### config.mk
export PLATFORM = sky130hd
export DESIGN_NAME = obj_field_engine
export DESIGN_NICKNAME = d
export VERILOG_FILES = /design/src/rtl/obj_field_engine.sv
export SDC_FILE = /design/constraint.sdc
export NUM_CORES = 1
export LEC_CHECK = 0
export CAP_MARGIN = 25
export CELL_PAD_IN_SITES_DETAIL_PLACEMENT = 0
export CELL_PAD_IN_SITES_GLOBAL_PLACEMENT = 1
export CORE_MARGIN = 2
export CORE_UTILIZATION = 25
export CTS_BUF_LIST = sky130_fd_sc_hd__clkbuf_8
export CTS_CLUSTER_DIAMETER = 150
export DETAILED_ROUTE_END_ITERATION = 6
export GPL_ROUTABILITY_DRIVEN = 0
export PLACE_DENSITY_LB_ADDON = 0.1
export SLEW_MARGIN = 10
export SYNTH_ARGS = -nofsm -noshare
export SYNTH_HDL_FRONTEND = slang
export SYNTH_SLANG_ARGS = --single-unit
export TNS_END_PERCENT = 1
### constraint.sdc
create_clock -name clock -period 7.1 [get_ports clock]
set_input_delay 0.71 -clock clock [delete_from_list [all_inputs] [get_ports clock]]
set_output_delay 0.71 -clock clock [all_outputs]
set_load 0.1 [all_outputs]
### src/rtl/obj_field_engine.sv
// obj_field_engine: N_OBJ scrolling object slots with player collision,
// score/health bookkeeping and the START/PLAY/OVER game FSM.
// Slots are swept serially, one per clock, after every frame tick.
// Optional feature: define OBJ_FIELD_INVULN_EN for post-hit invulnerability.
// "rand" is a reserved word, so the random input port is named rand_word.
module obj_field_engine #(
    parameter int N_OBJ         = 8,
    parameter int SCREEN_WIDTH  = 1024,
    parameter int CHAR_WIDTH    = 20,
    parameter int CHAR_HEIGHT   = 20,
    parameter int OBJ_HEIGHT    = 20,
    parameter int NUM_LIVES     = 3,
    parameter int SCORE_W       = 10,
    parameter int VPOS_MIN      = 230,
    parameter int SPAWN_BITS    = 6,
    parameter int INVULN_FRAMES = 60
) (
    input  logic                 clock,
    input  logic                 reset,
    input  logic                 start,
    input  logic                 frame_tick,
    input  logic [3:0]           speed,
    input  logic [9:0]           p_vpos,
    input  logic [31:0]          rand_word,
    output logic [26*N_OBJ-1:0]  objs,
    output logic [SCORE_W-1:0]   score,
    output logic [2:0]           health,
    output logic [1:0]           game_state,
    output logic                 busy,
    output logic                 collect_p,
    output logic                 hit_p,
    output logic                 overrun
);
    localparam int IDX_W = $clog2(N_OBJ);
    localparam logic [IDX_W-1:0] LAST_IDX = IDX_W'(N_OBJ - 1);

    typedef enum logic [2:0] {ST_START, ST_IDLE, ST_SWEEP, ST_SPAWN, ST_OVER} state_t;
    state_t state, next_state;

    logic [25:0]      slots [N_OBJ];
    logic [IDX_W-1:0] idx;
    logic [2:0]       fc;
    logic             game_start;

    logic [25:0]      cur, swept;
    logic [10:0]      hpos_cur, vpos_ext, pv_ext;
    logic             collide, sweep_collect, sweep_hit;

    logic             have_empty, spawn_ok;
    logic [IDX_W-1:0] empty_idx;
    logic [9:0]       spawn_vpos;
    logic [25:0]      spawn_slot;
    logic             health_dmg_en;

    logic             unused_rand;
    assign unused_rand = ^rand_word;

    assign game_start = start && (state == ST_START || state == ST_OVER);

`ifdef OBJ_FIELD_INVULN_EN
    localparam int INV_W = (INVULN_FRAMES < 2) ? 1 : $clog2(INVULN_FRAMES + 1);
    logic [INV_W-1:0] invuln_cnt;
    logic             invuln_act;

    assign health_dmg_en = !invuln_act;

    // Protection is decided at each frame tick, so one hit shields the following INVULN_FRAMES frames
    always_ff @(posedge clock) begin
        if (reset || game_start) begin
            invuln_cnt <= '0;
            invuln_act <= 1'b0;
        end else if (state == ST_IDLE && frame_tick) begin
            invuln_act <= (invuln_cnt != '0);
            if (invuln_cnt != '0)
                invuln_cnt <= invuln_cnt - 1'b1;
        end else if (state == ST_SWEEP && sweep_hit && !invuln_act) begin
            invuln_cnt <= INV_W'(INVULN_FRAMES);
        end
    end
`else
    logic [31:0] unused_invuln;
    assign unused_invuln = 32'(INVULN_FRAMES);
    assign health_dmg_en = 1'b1;
`endif

    // Evaluate the slot under the sweep pointer: collision first, then off-screen, then scroll
    always_comb begin
        cur           = slots[idx];
        hpos_cur      = cur[20:10];
        vpos_ext      = {1'b0, cur[9:0]};
        pv_ext        = {1'b0, p_vpos};
        collide       = (hpos_cur < 11'(CHAR_WIDTH)) &&
                        (vpos_ext < pv_ext + 11'(CHAR_HEIGHT)) &&
                        (vpos_ext + 11'(OBJ_HEIGHT) > pv_ext);
        swept         = cur;
        sweep_collect = 1'b0;
        sweep_hit     = 1'b0;
        if (cur != '0) begin
            if (collide) begin
                swept = '0;
                if (cur[22:21] == 2'd0)
                    sweep_collect = 1'b1;
                else
                    sweep_hit = 1'b1;
            end else if (hpos_cur <= {7'd0, speed}) begin
                swept = '0;
            end else begin
                swept[20:10] = hpos_cur - {7'd0, speed};
                if (fc == 3'd0)
                    swept[25:23] = cur[25:23] + 3'd1;
            end
        end
    end

    // Find the lowest-index empty slot and build the candidate spawn record
    always_comb begin
        have_empty = 1'b0;
        empty_idx  = '0;
        for (int i = N_OBJ - 1; i >= 0; i--) begin
            if (slots[i] == '0) begin
                have_empty = 1'b1;
                empty_idx  = IDX_W'(i);
            end
        end
        spawn_vpos = 10'(VPOS_MIN) + {2'b00, rand_word[8:1]};
        spawn_slot = {3'd0, 1'b0, rand_word[0], 11'(SCREEN_WIDTH), spawn_vpos};
        spawn_ok   = have_empty && (rand_word[31:32-SPAWN_BITS] == '0);
    end

    // Game FSM state register
    always_ff @(posedge clock) begin
        if (reset)
            state <= ST_START;
        else
            state <= next_state;
    end

    // Game FSM next-state logic
    always_comb begin
        next_state = state;
        case (state)
            ST_START: if (start) next_state = ST_IDLE;
            ST_IDLE:  if (frame_tick) next_state = ST_SWEEP;
            ST_SWEEP: if (idx == LAST_IDX) next_state = ST_SPAWN;
            ST_SPAWN: next_state = (health == 3'd0) ? ST_OVER : ST_IDLE;
            ST_OVER:  if (start) next_state = ST_IDLE;
            default:  next_state = ST_START;
        endcase
    end

    // Registered status outputs decoded from the upcoming state
    always_ff @(posedge clock) begin
        if (reset) begin
            game_state <= 2'd0;
            busy       <= 1'b0;
        end else begin
            game_state <= (next_state == ST_START) ? 2'd0 :
                          (next_state == ST_OVER)  ? 2'd2 : 2'd1;
            busy       <= (next_state == ST_SWEEP) || (next_state == ST_SPAWN);
        end
    end

    // Slot storage, score, health, sweep pointer, frame counter and event pulses
    always_ff @(posedge clock) begin
        if (reset) begin
            for (int i = 0; i < N_OBJ; i++)
                slots[i] <= '0;
            score     <= '0;
            health    <= 3'(NUM_LIVES);
            idx       <= '0;
            fc        <= 3'd0;
            collect_p <= 1'b0;
            hit_p     <= 1'b0;
            overrun   <= 1'b0;
        end else begin
            collect_p <= 1'b0;
            hit_p     <= 1'b0;
            if (frame_tick && busy)
                overrun <= 1'b1;
            if (game_start) begin
                for (int i = 0; i < N_OBJ; i++)
                    slots[i] <= '0;
                score  <= '0;
                health <= 3'(NUM_LIVES);
                idx    <= '0;
            end else begin
                case (state)
                    ST_IDLE: begin
                        if (frame_tick) begin
                            fc  <= fc + 3'd1;
                            idx <= '0;
                        end
                    end
                    ST_SWEEP: begin
                        slots[idx] <= swept;
                        collect_p  <= sweep_collect;
                        hit_p      <= sweep_hit;
                        if (sweep_collect && score != '1)
                            score <= score + 1'b1;
                        if (sweep_hit && health_dmg_en && health != 3'd0)
                            health <= health - 3'd1;
                        idx <= (idx == LAST_IDX) ? '0 : idx + 1'b1;
                    end
                    ST_SPAWN: begin
                        if (spawn_ok)
                            slots[empty_idx] <= spawn_slot;
                    end
                    default: ;
                endcase
            end
        end
    end

    // Flatten slot storage onto the packed object bus
    always_comb begin
        objs = '0;
        for (int i = 0; i < N_OBJ; i++)
            objs[26*i +: 26] = slots[i];
    end
endmodule

==> summary.md, run 1 <==
| Metric | Value |
|---|---|
| CP top delay family | `simple AND/OR/NAND/NOR gates` |
| Post-synth EDFFs | `208` |
| Power Density | `252 nW/um^2` |
| Max Clock Freq | `175 MHz` |
| P_leak | `5.98 nW` |
| Core Rows | `81` |
| Post-synth ARST share | `0%` |
| Mean area per synthesized cell | `11.9 sq um` |
| Share of the synthesized area in the top cell type | `50.3%` |
| Synth top cells by count | `nor2_1 (227), edfxtp_1 (208), mux4_2 (52), nor4_1 (52), nor3_1 (38)` |
| Fin Setup TNS | `0 ns` |
| Wirelength per Cell | `26.9 um` |
| Type of the worst setup path | `reg -> reg` |
| GRT met2 Usage | `36.2%` |
| Syn Nets | `1128` |
| Iteration-0 DRC Markers | `930` |
| Worst VDD drop | `109 uV` |
| Synth Cell Area | `12400 sq um` |
| Initial antenna violation count | `1` |
| Die Ht | `227 um` |
| Max-slew violations | `0` |
| Endpoints failing setup | `0` |
| Max Cap Violations | `0` |
| Total CTS buffers | `45` |
| CTS resizes | `0` |
| First-pass GRT wire length | `76300 um` |
| Setup crit end kind | `flip-flop` |
| Failing checks | `DRC` |
| GRT Util Overall | `21.1%` |
| Largest net degree at the start of global routing | `35` |
| Min-Delay Path Class | `reg -> reg` |
| Global route total overflow | `0` |
| Grt met1 use | `27.6%` |
| Core Area | `49100 sq um` |
| RSZ-0062 raised after global routing | `false` |
| Count of buffers from port buffering | `259` |
| Outcome | `finished with violations` |
| Cell taking the most area after synthesis | `edfxtp_1` |
| Reg clk slew, reported paths | `0.06 ns` |
| Tmin final | `5.73 ns` |
| Worst Tran Pin Value | `1.05 ns` |
| Final nets | `1411` |
| Hold Path Sink | `overrun` |
| Period utilisation layout | `80.7%` |
| TritonCTS clock tree | `done` |
| Via density | `4.98` |
| Worst reg-to-reg setup slack | `1.37 ns` |
| Proportion of layout cells with a drive suffix above 1 | `12.4%` |
| Cells after synthesis | `1043` |
| Synth area leaders | `edfxtp_1 (50%), mux4_2 (9.4%), nor2_1 (6.9%), dfxtp_1 (5.0%), ha_1 (3.4%)` |
| Initial Util | `25.3%` |
| Die area | `51500 sq um` |
| CP startpoint kind | `flip-flop` |
| CTS Buffer Depth | `3` |
| Clk Latency, worst-skew pair | `0.62 ns` |
| Hold Buf Count CTS | `0` |
| TritonRoute pass-1 iters | `7` |
| Synth Flop Type | `edfxtp_1` |
| Post-CTS Setup Repair Bufs | `0` |
| Vias in the first global route | `10400` |
| Area delta synth->final | `34.1%` |
| Worst R2R End | `slots[7][13]` |
| Synth cell types | `72` |
| Cell Chain, Critical Path | `mux4_2, mux2i_1, inv_1, ha_1, o21ai_0, xnor2_1, ha_1, a21o_1, a211oi_1, a31o_2, a211oi_4, buf_4, nand4b_1, nand2b_1, nor2_1` |
| Total number of vias | `10100` |
| HPWL Detailed | `41100 um` |
| Most Frequent Cell on Critical Path | `ha_1` |
| Final ANT Viol Nets | `0` |
| Bufs and invs on worst path | `2` |
| H-tree levels | `2` |
| Slew headroom | `28.3%` |
| Slowest CP cell | `nand4b_1` |
| Post-route DRC | `3` |
| Total Wirelength | `54300 um` |
| Crit path DAT | `6.17 ns` |
| R2R depth | `15` |
| Hold_sp | `overrun` |
| Sequential-to-total area share from yosys stat | `55.3%` |
| GRT Max-Usage Layer | `met2` |
| Final hold violations | `0` |
| Crit path required time | `7.55 ns` |
| Synth Warn # | `0` |
| Clock sinks | `239` |
| WHS Path Cells | `2` |
| Util after Layout | `34.0%` |
| Flops & latches, synth | `239` |
| Most numerous cell in the Yosys netlist | `nor2_1` |
| CP Max Fanout | `24` |
| Die W | `227 um` |
| Layout Skew | `0.0417 ns` |
| CTS Root Cell | `clkbuf_8` |
| M3 GR Usage | `3.47%` |
| I/O Pins | `277` |
| CP peak stage delay | `0.72 ns` |
stage by stage:
stage | power, mW | hold WS [ns] | setup slack (ns) | cell area (sq um) | std cells
floorplan | 2.57 | 0.493 | 2.26 | 12400 | 1043
global placement | 2.97 | 0.462 | 1.47 | 15900 | 1943
detailed placement | 2.97 | 0.474 | 1.41 | 15900 | 1943
CTS | 4.25 | 0.489 | 1.42 | 16700 | 2018
global route | 4.35 | 0.530 | 1.01 | 16700 | 2019
finish | 4.20 | 0.478 | 1.37 | 16700 | 2019
cells in the final DEF, fill, tap and decap left out, drive strengths merged, types with 6 or more instances in the layout:
cell type and n:
nor3 38, nand4 15, nand2b 7, nor4 53, nand2 39, dfxtp 31, nand3 32, clkdlybuf4s50 259
mux4 52, ha 34, buf 29, and3 7, inv 54, clkbuf 47, o21ai 22, xor2 11
a21oi 28, clkinv 7, xnor2 19, nor2 227, edfxtp 208, mux2 10, nor2b 6, mux2i 24
worst min-delay path, delay by kind of cell (launching register included):
kind | cells | cell delay, ns
and+or+nand+nor | 1 | 0.07
DFF | 1 | 0.33
AOI/OAI and AO/OA | 1 | 0.04
where the power goes:
group	switching [mW]	leakage, nW	internal [mW]
combinational	0.941	3.00	0.280
clock	0.620	0.471	0.645
sequential	0.102	2.52	1.62
worst max-delay path by stage:
stage / to / slack, ns / cells after the start
2_1_floorplan: slots[1][16] / 2.26 / 20
3_3_place_gp: slots[5][11] / 1.47 / 12
3_5_place_dp: slots[3][13] / 1.41 / 15
4_1_cts: slots[3][13] / 1.42 / 15
5_1_grt: slots[6][13] / 1.01 / 15
6_report: slots[7][13] / 1.37 / 15
cell type report:
cell class	instances	area, sq um
repair buffers	288	2840
diodes	1	2.50
flip-flops and latches	239	6870
well taps	664	831
multi-input cells	717	5190
fillers	5044	32400
clock buffers	47	647
inverters	35	131
clock inverters	28	154
metal layers:
layer | up-vias | part of all wire, %
li1 | 4501 | -
met1 | 5123 | 43
met2 | 359 | 50
met3 | 70 | 5.4
met4 | 0 | 1.8
met5 | - | 0
cell families (layout without fill, tap and decap cells):
family	after synthesis	count (layout)	share of synthesized area (%)
other	0	1	0
adder cells (fa/ha/maj)	35	35	3.58
flip-flops	239	239	55.3
buffers and inverters	87	398	3.00
XOR/XNOR	30	30	2.11
AND/OR/NAND/NOR	461	461	17.9
AO/OA/AOI/OAI	105	105	5.87
multiplexers	86	86	12.3
state kept, by name, indices dropped and copies added, names as in the netlist, named ones only:
register	flops
overrun	1
fc	3
busy	1
collect_p	1
state	3
health	3
score	10
slots	208
hit_p	1
idx	3
game_state	2
Power figures use the tool's default switching activity.
==> run 2: changes to the inputs <==
clock period = 5.4 ns   (was 7.1 ns; I/O delays follow)
==> summary.md, run 2 (same netlist as run 1, synthesis figures left out) <==
| Metric | Value |
|---|---|
| Number of flip-flops in the largest register | `208 (unchanged)` |
| I/O Pins | `277 (unchanged)` |
| Util after Layout | `34.6% (was 34.0%)` |
| Worst VDD drop | `157 uV (was 109 uV)` |
| Period utilisation layout | `89.2% (was 80.7%)` |
| Die W | `227 um (unchanged)` |
| Vias in the first global route | `10300 (was 10400)` |
| HPWL Detailed | `41200 um (was 41100 um)` |
| Max-slew violations | `0 (unchanged)` |
| Largest net degree at the start of global routing | `46 (was 35)` |
| GRT Util Overall | `21.1% (about the same)` |
| Initial antenna violation count | `2 (was 1)` |
| Power Density | `338 nW/um^2 (was 252 nW/um^2)` |
| Core Rows | `81 (unchanged)` |
| Min-Delay Path Class | `reg -> reg (unchanged)` |
| Final nets | `1434 (was 1411)` |
| Proportion of layout cells with a drive suffix above 1 | `14.6% (was 12.4%)` |
| Initial Util | `25.3% (unchanged)` |
| R2R depth | `16 (was 15)` |
| Core Area | `49100 sq um (unchanged)` |
| RSZ-0062 raised after global routing | `false (unchanged)` |
| Crit path DAT | `5.27 ns (was 6.17 ns)` |
| H-tree levels | `2 (unchanged)` |
| Clk Latency, worst-skew pair | `0.64 ns (was 0.62 ns)` |
| Most frequent cells in the layout | `clkdlybuf4s50_1 (259), nor2_1 (227), edfxtp_1 (208) (unchanged)` |
| Endpoints failing setup | `0 (unchanged)` |
| Total number of vias | `10100 (about the same)` |
| Type of the worst setup path | `reg -> reg (unchanged)` |
| Worst reg-to-reg setup slack | `0.58 ns (was 1.37 ns)` |
| Setup crit end kind | `flip-flop (unchanged)` |
| Post-CTS Setup Repair Bufs | `0 (unchanged)` |
| Tot Pwr | `5.74 mW (was 4.20 mW)` |
| WHS Path Cells | `2 (unchanged)` |
| Area delta synth->final | `36.5% (was 34.1%)` |
| First-pass GRT wire length | `76700 um (was 76300 um)` |
| Crit path required time | `5.85 ns (was 7.55 ns)` |
| Global route total overflow | `0 (unchanged)` |
| Via density | `4.94 (was 4.98)` |
| Count of buffers from port buffering | `259 (unchanged)` |
| Reg with most FFs | `slots (unchanged)` |
| CP startpoint kind | `flip-flop (unchanged)` |
| CTS resizes | `0 (unchanged)` |
| Total Wirelength | `54600 um (was 54300 um)` |
| Fin Setup TNS | `0 ns (unchanged)` |
| Commonest non-fill, non-tap cell in the layout | `clkdlybuf4s50_1 (unchanged)` |
| TritonRoute pass-1 iters | `5 (was 7)` |
| Reg clk slew, reported paths | `0.06 ns (about the same)` |
| Worst Tran Pin Value | `1.04 ns (was 1.05 ns)` |
| Hold Buf Count CTS | `0 (unchanged)` |
| TritonCTS clock tree | `done (unchanged)` |
| Clock sinks | `239 (unchanged)` |
| Die Ht | `227 um (unchanged)` |
| P_leak | `6.15 nW (was 5.98 nW)` |
| Post-route DRC | `0 (was 3)` |
| CP Max Fanout | `45 (was 24)` |
| CTS Buffer Depth | `3 (unchanged)` |
| Wirelength per Cell | `26.6 um (was 26.9 um)` |
| Final hold violations | `0 (unchanged)` |
| Total CTS buffers | `47 (was 45)` |
| Die area | `51500 sq um (unchanged)` |
| Slew headroom | `30.7% (was 28.3%)` |
| Top Registers | `slots (208), score (10) (unchanged)` |
| Outcome | `completed (was finished with violations)` |
| Hold_sp | `overrun (unchanged)` |
| CTS Root Cell | `clkbuf_8 (unchanged)` |
| Iteration-0 DRC Markers | `782 (was 930)` |
| Final ANT Viol Nets | `0 (unchanged)` |
| Max Clock Freq | `208 MHz (was 175 MHz)` |
| Layout Skew | `0.0391 ns (was 0.0417 ns)` |
| Tmin final | `4.82 ns (was 5.73 ns)` |
| Hold Path Sink | `overrun (unchanged)` |
| Worst R2R End | `slots[6][13] (was slots[7][13])` |
| Max Cap Violations | `0 (unchanged)` |
run 2: changes by cell type in the layout (fill, tap and decap cells not counted), sizes merged:
cell	change
clkinv	+9
buf	+21
inv	-1
bufinv	+1
clkbuf	+4
run 2: report_power, final:
group / internal [mW] / switching (mW) / leakage, nW / total (mW)
sequential: 2.13 / 0.133 / 2.52 / 2.26
clock: 0.978 / 0.880 / 0.539 / 1.86
combinational: 0.384 / 1.24 / 3.10 / 1.62
run 2: cell type report:
cell class / count / area, sq um
diodes: 1 / 2.50
inverters: 35 / 131
clock inverters: 37 / 228
multi-input cells: 717 / 5190
repair buffers: 309 / 3010
flip-flops and latches: 239 / 6870
fillers: 5015 / 32100
clock buffers: 51 / 702
well taps: 664 / 831
run 2: worst max-delay path, stage by stage (launching register included):
cell      delay [ns]
dfxtp_4         0.42
buf_12          0.36
mux4_2          0.34
mux2i_1         0.10
buf_4           0.18
nor3_1          0.41
o21ai_0         0.21
xnor2_1         0.17
ha_1            0.32
a21o_1          0.19
a211oi_1        0.25
a31o_2          0.22
a211oi_4        0.07
buf_4           0.19
nand4b_1        0.41
nand2b_1        0.55
nor2_1          0.20
run 2: worst max-delay path by stage:
| stage | start | to | slack [ns] | depth (start not counted) |
|---|---|---|---|---|
| 6_report | flip-flop | slots[6][13] | 0.58 | 16 |
| 5_1_grt | flip-flop | slots[2][13] | 0.19 | 16 |
| 4_1_cts | flip-flop | slots[7][13] | 0.46 | 17 |
| 3_5_place_dp | flip-flop | slots[3][13] | 0.51 | 17 |
| 3_3_place_gp | flip-flop | slots[2][13] | 0.53 | 17 |
| 2_1_floorplan | flip-flop | slots[1][16] | 0.56 | 20 |
run 2: metrics by stage:
step	cells	hold WS [ns]	instance area [sq um]	worst slack, ns
2_1_floorplan	1043	0.493	12400	0.556
3_3_place_gp	1963	0.466	16000	0.527
3_5_place_dp	1963	0.475	16000	0.508
4_1_cts	2051	0.491	16900	0.461
5_1_grt	2053	0.515	17000	0.187
6_report	2053	0.477	17000	0.584
run 2: metal layers:
| metal | track usage (%) | vias up | wire length [um] |
|---|---|---|---|
| met1 | 27.5 | 5164 | 23500 |
| met4 | 6.05 | 0 | 1160 |
| met5 | 0 | - | 0 |
| li1 | - | 4572 | - |
| met3 | 3.50 | 64 | 2900 |
| met2 | 36.2 | 348 | 27100 |
==> run 3: changes to the inputs <==
CORE_UTILIZATION = 30   (was 25)
==> summary.md, run 3 (same netlist as run 1, synthesis figures left out) <==
| Metric | Value |
|---|---|
| Layout Skew | `0.0272 ns (was 0.0391 ns)` |
| Max Cap Violations | `0 (unchanged)` |
| Endpoints failing setup | `0 (unchanged)` |
| Post-route DRC | `0 (unchanged)` |
| Via density | `5.34 (was 4.94)` |
| Reg clk slew, reported paths | `0.07 ns (was 0.06 ns)` |
| Final nets | `1432 (was 1434)` |
| CP Max Fanout | `25 (was 45)` |
| Placed cells | `1831 (was 1963)` |
| TritonCTS clock tree | `done (unchanged)` |
| Period utilisation layout | `87.7% (was 89.2%)` |
| Cell Chain, Critical Path | `mux4_2, mux2i_1, buf_4, inv_1, ha_1, o21ai_0, xnor2_1, ha_1, a21o_1, a211oi_1, a31o_2, a211oi_4, o21ai_2, nand2_2, nor3_1 (was buf_12, mux4_2, mux2i_1, buf_4, nor3_1, o21ai_0, xnor2_1, ha_1, a21o_1, a211oi_1, a31o_2, a211oi_4, buf_4, nand4b_1, nand2b_1, nor2_1)` |
| Area delta synth->final | `33.9% (was 36.5%)` |
| Max-slew violations | `0 (unchanged)` |
| Core Rows | `74 (was 81)` |
| Final ANT Viol Nets | `0 (unchanged)` |
| Wirelength per Cell | `26.9 um (was 26.6 um)` |
| Commonest non-fill, non-tap cell in the layout | `clkdlybuf4s50_1 (unchanged)` |
| CP startpoint kind | `flip-flop (unchanged)` |
| Global route total overflow | `0 (unchanged)` |
| Hold Buf Count CTS | `0 (unchanged)` |
| H-tree levels | `2 (unchanged)` |
| Most frequent cells in the layout | `clkdlybuf4s50_1 (259), nor2_1 (227), edfxtp_1 (208) (unchanged)` |
| Vias in the first global route | `10500 (was 10300)` |
| Worst reg-to-reg setup slack | `0.66 ns (was 0.58 ns)` |
| Max Clock Freq | `211 MHz (was 208 MHz)` |
| HPWL Detailed | `38600 um (was 41200 um)` |
| TritonRoute pass-1 iters | `5 (unchanged)` |
| Total CTS buffers | `45 (was 47)` |
| Setup crit end kind | `flip-flop (unchanged)` |
| Fin cells | `1916 (was 2053)` |
| Tmin final | `4.74 ns (was 4.82 ns)` |
| Slowest CP cell | `dfxtp_1 (was nand2b_1)` |
| I/O Pins | `277 (unchanged)` |
| R2R depth | `15 (was 16)` |
| Tot Pwr | `5.51 mW (was 5.74 mW)` |
| NetSw | `2.21 mW (was 2.25 mW)` |
| Most Frequent Cell on Critical Path | `ha_1 (was buf_4)` |
| Worst VDD drop | `150 uV (was 157 uV)` |
| Clock sinks | `239 (unchanged)` |
| Proportion of layout cells with a drive suffix above 1 | `14.0% (was 14.6%)` |
| Final hold slack | `0.474 ns (was 0.477 ns)` |
| P_leak | `6.08 nW (was 6.15 nW)` |
| Slew headroom | `29.0% (was 30.7%)` |
| Final hold violations | `0 (unchanged)` |
| Crit path DAT | `5.17 ns (was 5.27 ns)` |
| Switching Fraction | `40.1% (was 39.2%)` |
| Fin Setup TNS | `0 ns (unchanged)` |
| Total Wirelength | `51600 um (was 54600 um)` |
| CTS Root Cell | `clkbuf_8 (unchanged)` |
| # fillers | `3999 (was 5015)` |
| Post-CTS Setup Repair Bufs | `0 (unchanged)` |
| CP peak stage delay | `0.80 ns (was 0.55 ns)` |
| Logic gate share of total power | `29.4% (was 28.3%)` |
| Clk Latency, worst-skew pair | `0.63 ns (was 0.64 ns)` |
| GRT Util Overall | `23.7% (was 21.1%)` |
| Initial Util | `30.4% (was 25.3%)` |
| Worst setup path end | `slots[7][15] (was slots[6][13])` |
| Die W | `208 um (was 227 um)` |
| Crit path required time | `5.84 ns (was 5.85 ns)` |
| Sequential power share | `40.9% (was 39.4%)` |
| Worst Tran Pin Value | `1.06 ns (was 1.04 ns)` |
| Outcome | `completed (unchanged)` |
| Number of flip-flops in the largest register | `208 (unchanged)` |
| Min-Delay Path Class | `reg -> reg (unchanged)` |
| Die Ht | `208 um (was 227 um)` |
| Type of the worst setup path | `reg -> reg (unchanged)` |
| First-pass GRT wire length | `74400 um (was 76700 um)` |
| Largest net degree at the start of global routing | `28 (was 46)` |
| Internal | `3.30 mW (was 3.49 mW)` |
| Bufs and invs on worst path | `2 (was 3)` |
| Worst R2R End | `slots[7][15] (was slots[6][13])` |
| Top Registers | `slots (208), score (10) (unchanged)` |
| Reg with most FFs | `slots (unchanged)` |
| CTS resizes | `0 (unchanged)` |
| Die area | `43100 sq um (was 51500 sq um)` |
| CTS Buffer Depth | `3 (unchanged)` |
| Power Density | `331 nW/um^2 (was 338 nW/um^2)` |
| RSZ-0062 raised after global routing | `false (unchanged)` |
| Core Area | `40800 sq um (was 49100 sq um)` |
| Clk pwr share | `29.7% (was 32.4%)` |
| Count of buffers from port buffering | `259 (unchanged)` |
| CP top delay family | `compound AO/OA/AOI/OAI gates (was simple AND/OR/NAND/NOR gates)` |
| Crit. path cell count | `15 (was 16)` |
| Iteration-0 DRC Markers | `838 (was 782)` |
| Total number of vias | `10200 (was 10100)` |
| Initial antenna violation count | `0 (was 2)` |
==> run 3: changes by cell type in the layout (fill, tap and decap cells not counted), sizes merged <==
cell    delta
buf        -1
clkinv     +3
clkbuf     -5
bufinv     -2
==> run 3: area by class of cell <==
| class | instances | area (sq um) | share of cell area (%) |
|---|---|---|---|
| antenna | 1 | 2.50 | 0.0150 |
| clock buffer | 45 | 619 | 3.72 |
| clock inverter | 38 | 180 | 1.08 |
| inverter | 35 | 131 | 0.790 |
| multi-input combinational | 717 | 5190 | 31.2 |
| sequential | 239 | 6870 | 41.3 |
| tap | 532 | 666 | 4.00 |
| timing repair buffer | 309 | 2980 | 17.9 |
==> run 3: power by group through the flow <==
stage                     combinational [mW]  clock [mW]  sequential [mW]
after global routing                    1.68        1.75             2.26
after floorplan                        0.392           0             2.98
final                                   1.62        1.63             2.25
after global placement                  1.62           0             2.29
after detailed placement                1.62           0             2.29
after CTS                               1.62        1.66             2.25
==> run 3: worst min-delay path by stage <==
stage          startpoint       to  slack (ns)  cells after the start
2_1_floorplan       fc[2]    fc[2]        0.49                      2
6_report          overrun  overrun        0.47                      2
4_1_cts           overrun  overrun        0.48                      2
3_5_place_dp      overrun  overrun        0.47                      2
3_3_place_gp      overrun  overrun        0.46                      2
5_1_grt           overrun  overrun        0.52                      2
==> run 3: stage by stage <==
| stage | util (%) | instance area (sq um) | setup WS, ns |
|---|---|---|---|
| 2_1_floorplan | - | 12400 | 0.556 |
| 3_3_place_gp | 38.8 | 15800 | 0.742 |
| 3_5_place_dp | 38.8 | 15800 | 0.699 |
| 4_1_cts | 40.7 | 16600 | 0.668 |
| 5_1_grt | 40.7 | 16600 | 0.279 |
| 6_report | 40.7 | 16600 | 0.665 |
==> run 3: worst reg2reg max path, cell delays in order (launching register included) <==
cell and delay [ns]:
dfxtp_1 0.80, mux4_2 0.43, mux2i_1 0.16, buf_4 0.18, inv_1 0.09, ha_1 0.25, o21ai_0 0.24, xnor2_1 0.15
ha_1 0.27, a21o_1 0.19, a211oi_1 0.23, a31o_2 0.21, a211oi_4 0.08, o21ai_2 0.46, nand2_2 0.49, nor3_1 0.33
==> run 3: routing by layer <==
| layer | part of all wire [%] | routed length [um] | global-route usage [%] | up-vias |
|---|---|---|---|---|
| met4 | 2.3 | 1190 | 6.65 | 0 |
| met5 | 0 | 0 | 0 | - |
| met1 | 43 | 22000 | 30.8 | 5189 |
| met3 | 6.6 | 3430 | 5.48 | 77 |
| li1 | - | - | - | 4552 |
| met2 | 48 | 25000 | 39.4 | 411 |
